File: src/rtl/synth_voice_engine.sv
// Time-multiplexed wavetable-free oscillator bank: one voice per cycle, mixed and saturated to 16-bit offset binary.
// A sample takes NUM_VOICES+1 cycles after the tick; ticks arriving while busy are dropped and flagged.
module synth_voice_engine #(
  parameter int NUM_VOICES = 4,
  parameter int PHASE_W    = 24
) (
  input  logic                            i_clk,
  input  logic                            i_rst_n,
  input  logic                            i_sample_tick,
  input  logic                            i_wr_en,
  input  logic [$clog2(NUM_VOICES)+1:0]   i_wr_addr,
  input  logic [PHASE_W-1:0]              i_wr_data,
  output logic [15:0]                     o_data,
  output logic                            o_valid,
  output logic                            o_busy,
  output logic                            o_overrun
);

  localparam int VW    = $clog2(NUM_VOICES);
  localparam int ACC_W = 17 + VW;
  localparam logic signed [ACC_W-1:0] SAT_MAX = ACC_W'(32767);
  localparam logic signed [ACC_W-1:0] SAT_MIN = -ACC_W'(32768);

  typedef enum logic [1:0] {S_IDLE, S_RUN, S_OUT} state_e;

  state_e                   state_q;
  logic [VW-1:0]            voice_q;
  logic [PHASE_W-1:0]       fcw_q   [NUM_VOICES];
  logic [PHASE_W-1:0]       phase_q [NUM_VOICES];
  logic [2:0]               ctrl_q  [NUM_VOICES];
  logic [7:0]               gain_q  [NUM_VOICES];
  logic [15:0]              lfsr_q;
  logic signed [ACC_W-1:0]  acc_q;
  logic [15:0]              data_q;
  logic                     valid_q, busy_q, overrun_q;

  logic [VW-1:0]            wr_voice;
  logic [PHASE_W-1:0]       cur_phase, cur_fcw, phase_d;
  logic [2:0]               cur_ctrl;
  logic [7:0]               cur_gain;
  logic [15:0]              p, tri_u, lfsr_d, data_d;
  logic signed [15:0]       wave_val;
  logic signed [24:0]       product;
  logic signed [16:0]       contrib;
  logic signed [ACC_W-1:0]  acc_d;

  assign wr_voice  = i_wr_addr[VW+1:2];
  assign cur_phase = phase_q[voice_q];
  assign cur_fcw   = fcw_q[voice_q];
  assign cur_ctrl  = ctrl_q[voice_q];
  assign cur_gain  = gain_q[voice_q];
  assign phase_d   = cur_phase + cur_fcw;
  assign p         = cur_phase[PHASE_W-1 -: 16];
  assign tri_u     = {(p[15] ? ~p[14:0] : p[14:0]), 1'b0};
  assign lfsr_d    = {lfsr_q[0] ^ lfsr_q[2] ^ lfsr_q[3] ^ lfsr_q[5], lfsr_q[15:1]};

  always_comb begin
    wave_val = '0;
    case (cur_ctrl[1:0])
      2'b00:   wave_val = p[15] ? 16'sh8000 : 16'sh7FFF;
      2'b01:   wave_val = {~p[15], p[14:0]};
      2'b10:   wave_val = {~tri_u[15], tri_u[14:0]};
      default: wave_val = lfsr_q;
    endcase
  end

  // 25-bit signed product; the arithmetic shift floors toward minus infinity
  assign product = 25'(wave_val) * 25'($signed({1'b0, cur_gain}));
  assign contrib = cur_ctrl[2] ? 17'(product >>> 8) : '0;
  assign acc_d   = acc_q + ACC_W'(contrib);

  always_comb begin
    data_d = {~acc_d[15], acc_d[14:0]};
    if (acc_d > SAT_MAX)      data_d = 16'hFFFF;
    else if (acc_d < SAT_MIN) data_d = 16'h0000;
  end

  always_ff @(posedge i_clk or negedge i_rst_n) begin
    if (!i_rst_n) begin
      for (int i = 0; i < NUM_VOICES; i++) begin
        fcw_q[i]  <= '0;
        ctrl_q[i] <= '0;
        gain_q[i] <= '0;
      end
    end else if (i_wr_en) begin
      case (i_wr_addr[1:0])
        2'd0:    fcw_q[wr_voice]  <= i_wr_data;
        2'd1:    ctrl_q[wr_voice] <= i_wr_data[2:0];
        2'd2:    gain_q[wr_voice] <= i_wr_data[7:0];
        default: ;
      endcase
    end
  end

  always_ff @(posedge i_clk or negedge i_rst_n) begin
    if (!i_rst_n) begin
      state_q   <= S_IDLE;
      voice_q   <= '0;
      acc_q     <= '0;
      lfsr_q    <= 16'hACE1;
      data_q    <= 16'h8000;
      valid_q   <= 1'b0;
      busy_q    <= 1'b0;
      overrun_q <= 1'b0;
      for (int i = 0; i < NUM_VOICES; i++) phase_q[i] <= '0;
    end else begin
      if (i_sample_tick && state_q != S_IDLE) overrun_q <= 1'b1;
      case (state_q)
        S_IDLE: begin
          valid_q <= 1'b0;
          if (i_sample_tick) begin
            state_q <= S_RUN;
            voice_q <= '0;
            acc_q   <= '0;
            busy_q  <= 1'b1;
          end
        end
        S_RUN: begin
          phase_q[voice_q] <= cur_ctrl[2] ? phase_d : '0;
          if (cur_ctrl[2] && cur_ctrl[1:0] == 2'b11) lfsr_q <= lfsr_d;
          acc_q <= acc_d;
          if (voice_q == VW'(NUM_VOICES - 1)) begin
            state_q <= S_OUT;
            valid_q <= 1'b1;
            data_q  <= data_d;
          end else begin
            voice_q <= voice_q + 1'b1;
          end
        end
        S_OUT: begin
          state_q <= S_IDLE;
          valid_q <= 1'b0;
          busy_q  <= 1'b0;
        end
        default: state_q <= S_IDLE;
      endcase
    end
  end

  assign o_data    = data_q;
  assign o_valid   = valid_q;
  assign o_busy    = busy_q;
  assign o_overrun = overrun_q;

endmodule

File: config.mk
export PLATFORM = sky130hd
export DESIGN_NAME = synth_voice_engine
export DESIGN_NICKNAME = d
export VERILOG_FILES = /design/src/rtl/synth_voice_engine.sv
export SDC_FILE = /design/constraint.sdc
export NUM_CORES = 1
export LEC_CHECK = 0
export ABC_AREA = 1
export CAP_MARGIN = 20
export CORE_ASPECT_RATIO = 1.75
export CORE_MARGIN = 2
export CORE_UTILIZATION = 30
export CTS_BUF_LIST = sky130_fd_sc_hd__clkbuf_4
export CTS_CLUSTER_SIZE = 25
export DETAILED_ROUTE_END_ITERATION = 8
export PLACE_DENSITY = 0.44
export SETUP_SLACK_MARGIN = 0.2
export SLEW_MARGIN = 15
export SYNTH_ARGS = -nofsm -noshare
export SYNTH_HDL_FRONTEND = slang
export SYNTH_SLANG_ARGS = --single-unit
File: constraint.sdc
create_clock -name i_clk -period 11.3 [get_ports i_clk]
set_clock_uncertainty 0.2 [all_clocks]
set_input_delay 1.695 -clock i_clk [delete_from_list [all_inputs] [get_ports i_clk]]
set_output_delay 1.695 -clock i_clk [all_outputs]
set_load 0.01 [all_outputs]
==> results.sh <==
export IMPL_clk_latency_ns=0.86
export IMPL_cts_max_level=3
export IMPL_cts_resized=0
export IMPL_timing_hold_worst_class="reg -> reg"
export IMPL_grt_antenna_before_repair=2
export IMPL_drt_first_pass_iters=5
export IMPL_drt_iter0_markers=787
export IMPL_worst_path_largest_cell_delay_ns=0.69
export IMPL_yosys_cell_types_count=50
export IMPL_relSlewSlack_pct=31.34
export IMPL_clock_sinks=294
export IMPL_design_final_nets=2782
export IMPL_drive_gt1_share_pct=8.317
export IMPL_hold_viol=0
export IMPL_r2r_cells=34
export IMPL_synthesis_area_per_instance_um2=7.850
export IMPL_clockBufferDepth=3
export IMPL_finish_cell_count_without_fillers=3431
export IMPL_summed_negative_setup_slack_over_all_endpoints_ns=0
export IMPL_min_delay_path_depth=2
export IMPL_critical_path_required_time_ns=11.86
export IMPL_design_portCount=51
export IMPL_run_status="finished, final reports clean"
export IMPL_register_clock_pin_slew_on_the_reported_worst_setup_and_hold_paths_ns=0.10
export IMPL_route_vias_total=16850
export IMPL_tritoncts_num_buffers=77
export IMPL_worst_setup_path_start_kind="flop"
export IMPL_yosys_area_top_type="dfrtp_1"
export IMPL_die_height_um=342.7
export IMPL_cts_root_buf="clkbuf_4"
export IMPL_tightestPinTransition_ns=1.026
export IMPL_critPathCaptureType="flop"
export IMPL_timing_final_crit_share_pct=89.39
export IMPL_place_gp_congestion=0.8749
export IMPL_max_cap_violations=0
export IMPL_setup_violations=0
export IMPL_wl_per_cell_um=17.84
export IMPL_timing_final_max_slew_violations=0
export IMPL_max_clock_freq_ghz=0.09900
export IMPL_die_width_um=197.5
export IMPL_remaining_drc_errors=0
export IMPL_die_area_mm2=0.06770
export IMPL_placeableCoreArea_mm2=0.06516
export IMPL_yosys_warnings=0
export IMPL_number_of_placed_instances_with_taps_included=3290
export IMPL_postSynthCellCount=2505
export IMPL_seq_area_mm2=0.007373
export IMPL_part_of_the_yosys_area_used_for_sequential_elements_pct=37.47
export IMPL_synthToLayoutAreaGrowth_pct=11.99
export IMPL_critical_path_data_arrival_time_ns=10.67
export IMPL_largest_net_degree_at_the_start_of_global_routing=144
export IMPL_gr_usage_all_layers_pct=18.78
export IMPL_yosys_most_used_dff="dfrtp_1"
export IMPL_grt_first_pass_wirelength_um=98130
export IMPL_row_count=124
export IMPL_synth_seq_cells=294
export IMPL_synth_adder_area_share_pct=16.28
export IMPL_synth_edff_count=0
export IMPL_grt_overflow_total=0
export IMPL_numPortBuffers=50
export IMPL_post_synth_top_area_fraction_pct=36.27
export IMPL_critical_path_slowest_cell="a32oi_1"
export IMPL_viasPerCell=4.910
export IMPL_grt_setup_unrepaired="no"
export IMPL_synth_top_cells_by_area="dfrtp_1, nand2_1, fa_1"
export IMPL_cp_common_cell="nand2_1"
export IMPL_netlist_area_mm2=0.01967
export IMPL_finalWirelength_um=61210
export IMPL_critical_path_peak_fanout=64
export IMPL_layout_filler_cells=7067
export IMPL_synth_top_family_by_area="simple AND/OR/NAND/NOR gates"
export IMPL_hold_slack_ns=0.2336
export IMPL_synthSimpleGateAreaFrac_pct=20.18
export IMPL_detailedPlacementHpwl_um=44680
export IMPL_hold_bufs_at_cts=0
export IMPL_post_route_util_pct=33.80
export IMPL_cts_setup_buffers=0
export IMPL_multi_input_comb_area_mm2=0.01074
export IMPL_first_global_vias=17770
export IMPL_synth_compound_area_share_pct=16.66
export IMPL_timing_final_crit_period_ns=10.10
export IMPL_timing_worst_setup_path_type="reg -> reg"
export IMPL_tritoncts="yes"
export IMPL_syn_nets=2731
export IMPL_ant_nets=0
export IMPL_initial_core_util_pct=30.18
export IMPL_ffs_w_async_s_r_synth_pct=100.0
export IMPL_fraction_of_synthesized_cell_area_in_xor_and_xnor_cells_pct=1.336
export IMPL_synthMuxAreaShare_pct=0
-- through the flow --
stage | area, um^2 | worst slack (ns)
after floorplan | 19670 | 3.347
after global placement | 20970 | 1.184
after CTS | 21900 | 1.081
after global routing | 22020 | 0.5259
final | 22020 | 1.199
after detailed placement | 20970 | 1.172
-- logic make-up after synthesis --
group	Yosys count
and+or+nand+nor	968
AOI/OAI and AO/OA	615
buffers and inverters	404
DFF	294
adders and majority gates	194
xor gates and xnor gates	30
-- area by class of cell --
class	instances	area share (%)
Multi-Input combinational cell	1807	48.75
Sequential cell	294	33.48
Inverter	297	5.074
Tap cell	819	4.653
Timing Repair Buffer	79	3.773
Clock buffer	106	3.613
Clock inverter	26	0.6250
Antenna cell	3	0.03409
-- sequential cells by signal, indices dropped and copies added (netlist names) --
signal,count
ctrl_q,12
lfsr_q,16
o_data,16
o_overrun,1
gain_q,32
voice_q,2
fcw_q,96
state_q,2
o_valid,1
acc_q,19
o_busy,1
phase_q,96
-- synthesized netlist by cell type, types with 5 or more instances --
master	instances
a21oi_1	118
a31oi_1	6
buf_6	7
nand3_1	60
inv_1	288
clkbuf_1	88
o22ai_1	47
fa_1	103
nand2_1	604
clkinv_1	5
o21ai_0	403
or2_2	15
nand3_2	7
a22o_1	11
xor2_1	14
buf_2	8
nor3_1	9
xnor2_1	16
nor2_1	224
dfstp_2	9
a32oi_1	5
dfrtp_1	285
nand2_4	5
ha_1	91
o211ai_1	6
nand4_1	17
nand2_2	15
-- per-layer routing --
layer | routed length (um) | global-route usage [%]
met1 | 22360 | 18.93
met2 | 34560 | 37.33
met3 | 1800 | 2.556
met4 | 2483 | 8.756
met5 | 0 | 0
-- worst max-delay path, delay by kind of cell, from the launching register on --
kind	cells	cell delay (ns)
buffers and inverters	7	1.78
adders and majority gates	6	2.57
AOI/OAI and AO/OA	6	1.99
and+or+nand+nor	14	2.58
xor gates and xnor gates	1	0.11
DFF	1	0.68
-- cell usage in the layout, fill, tap and decap left out, types with 47 or more instances in the layout --
cell type        count
a21oi_1            118
clkbuf_4           106
clkdlybuf4s50_1     49
dfrtp_1            283
fa_1               103
ha_1                91
inv_1              288
nand2_1            604
nand3_1             56
nor2_1             223
o21ai_0            403
o22ai_1             47
-- worst paths after layout --
path	startpoint	endpoint	slack, ns
min	lfsr_q[6]	lfsr_q[5]	0.23
min in group asynchronous	i_rst_n	o_data[12]	0.60
max	voice_q[0]	o_data[5]	1.20
max reg2reg	voice_q[0]	o_data[5]	1.20
min reg2reg	lfsr_q[6]	lfsr_q[5]	0.23
max in group asynchronous	i_rst_n	fcw_q[4]	8.19
Power is left out: the tool's default activity adds up to more than one toggle a clock period on the data nets, which glitch-free logic cannot reach.
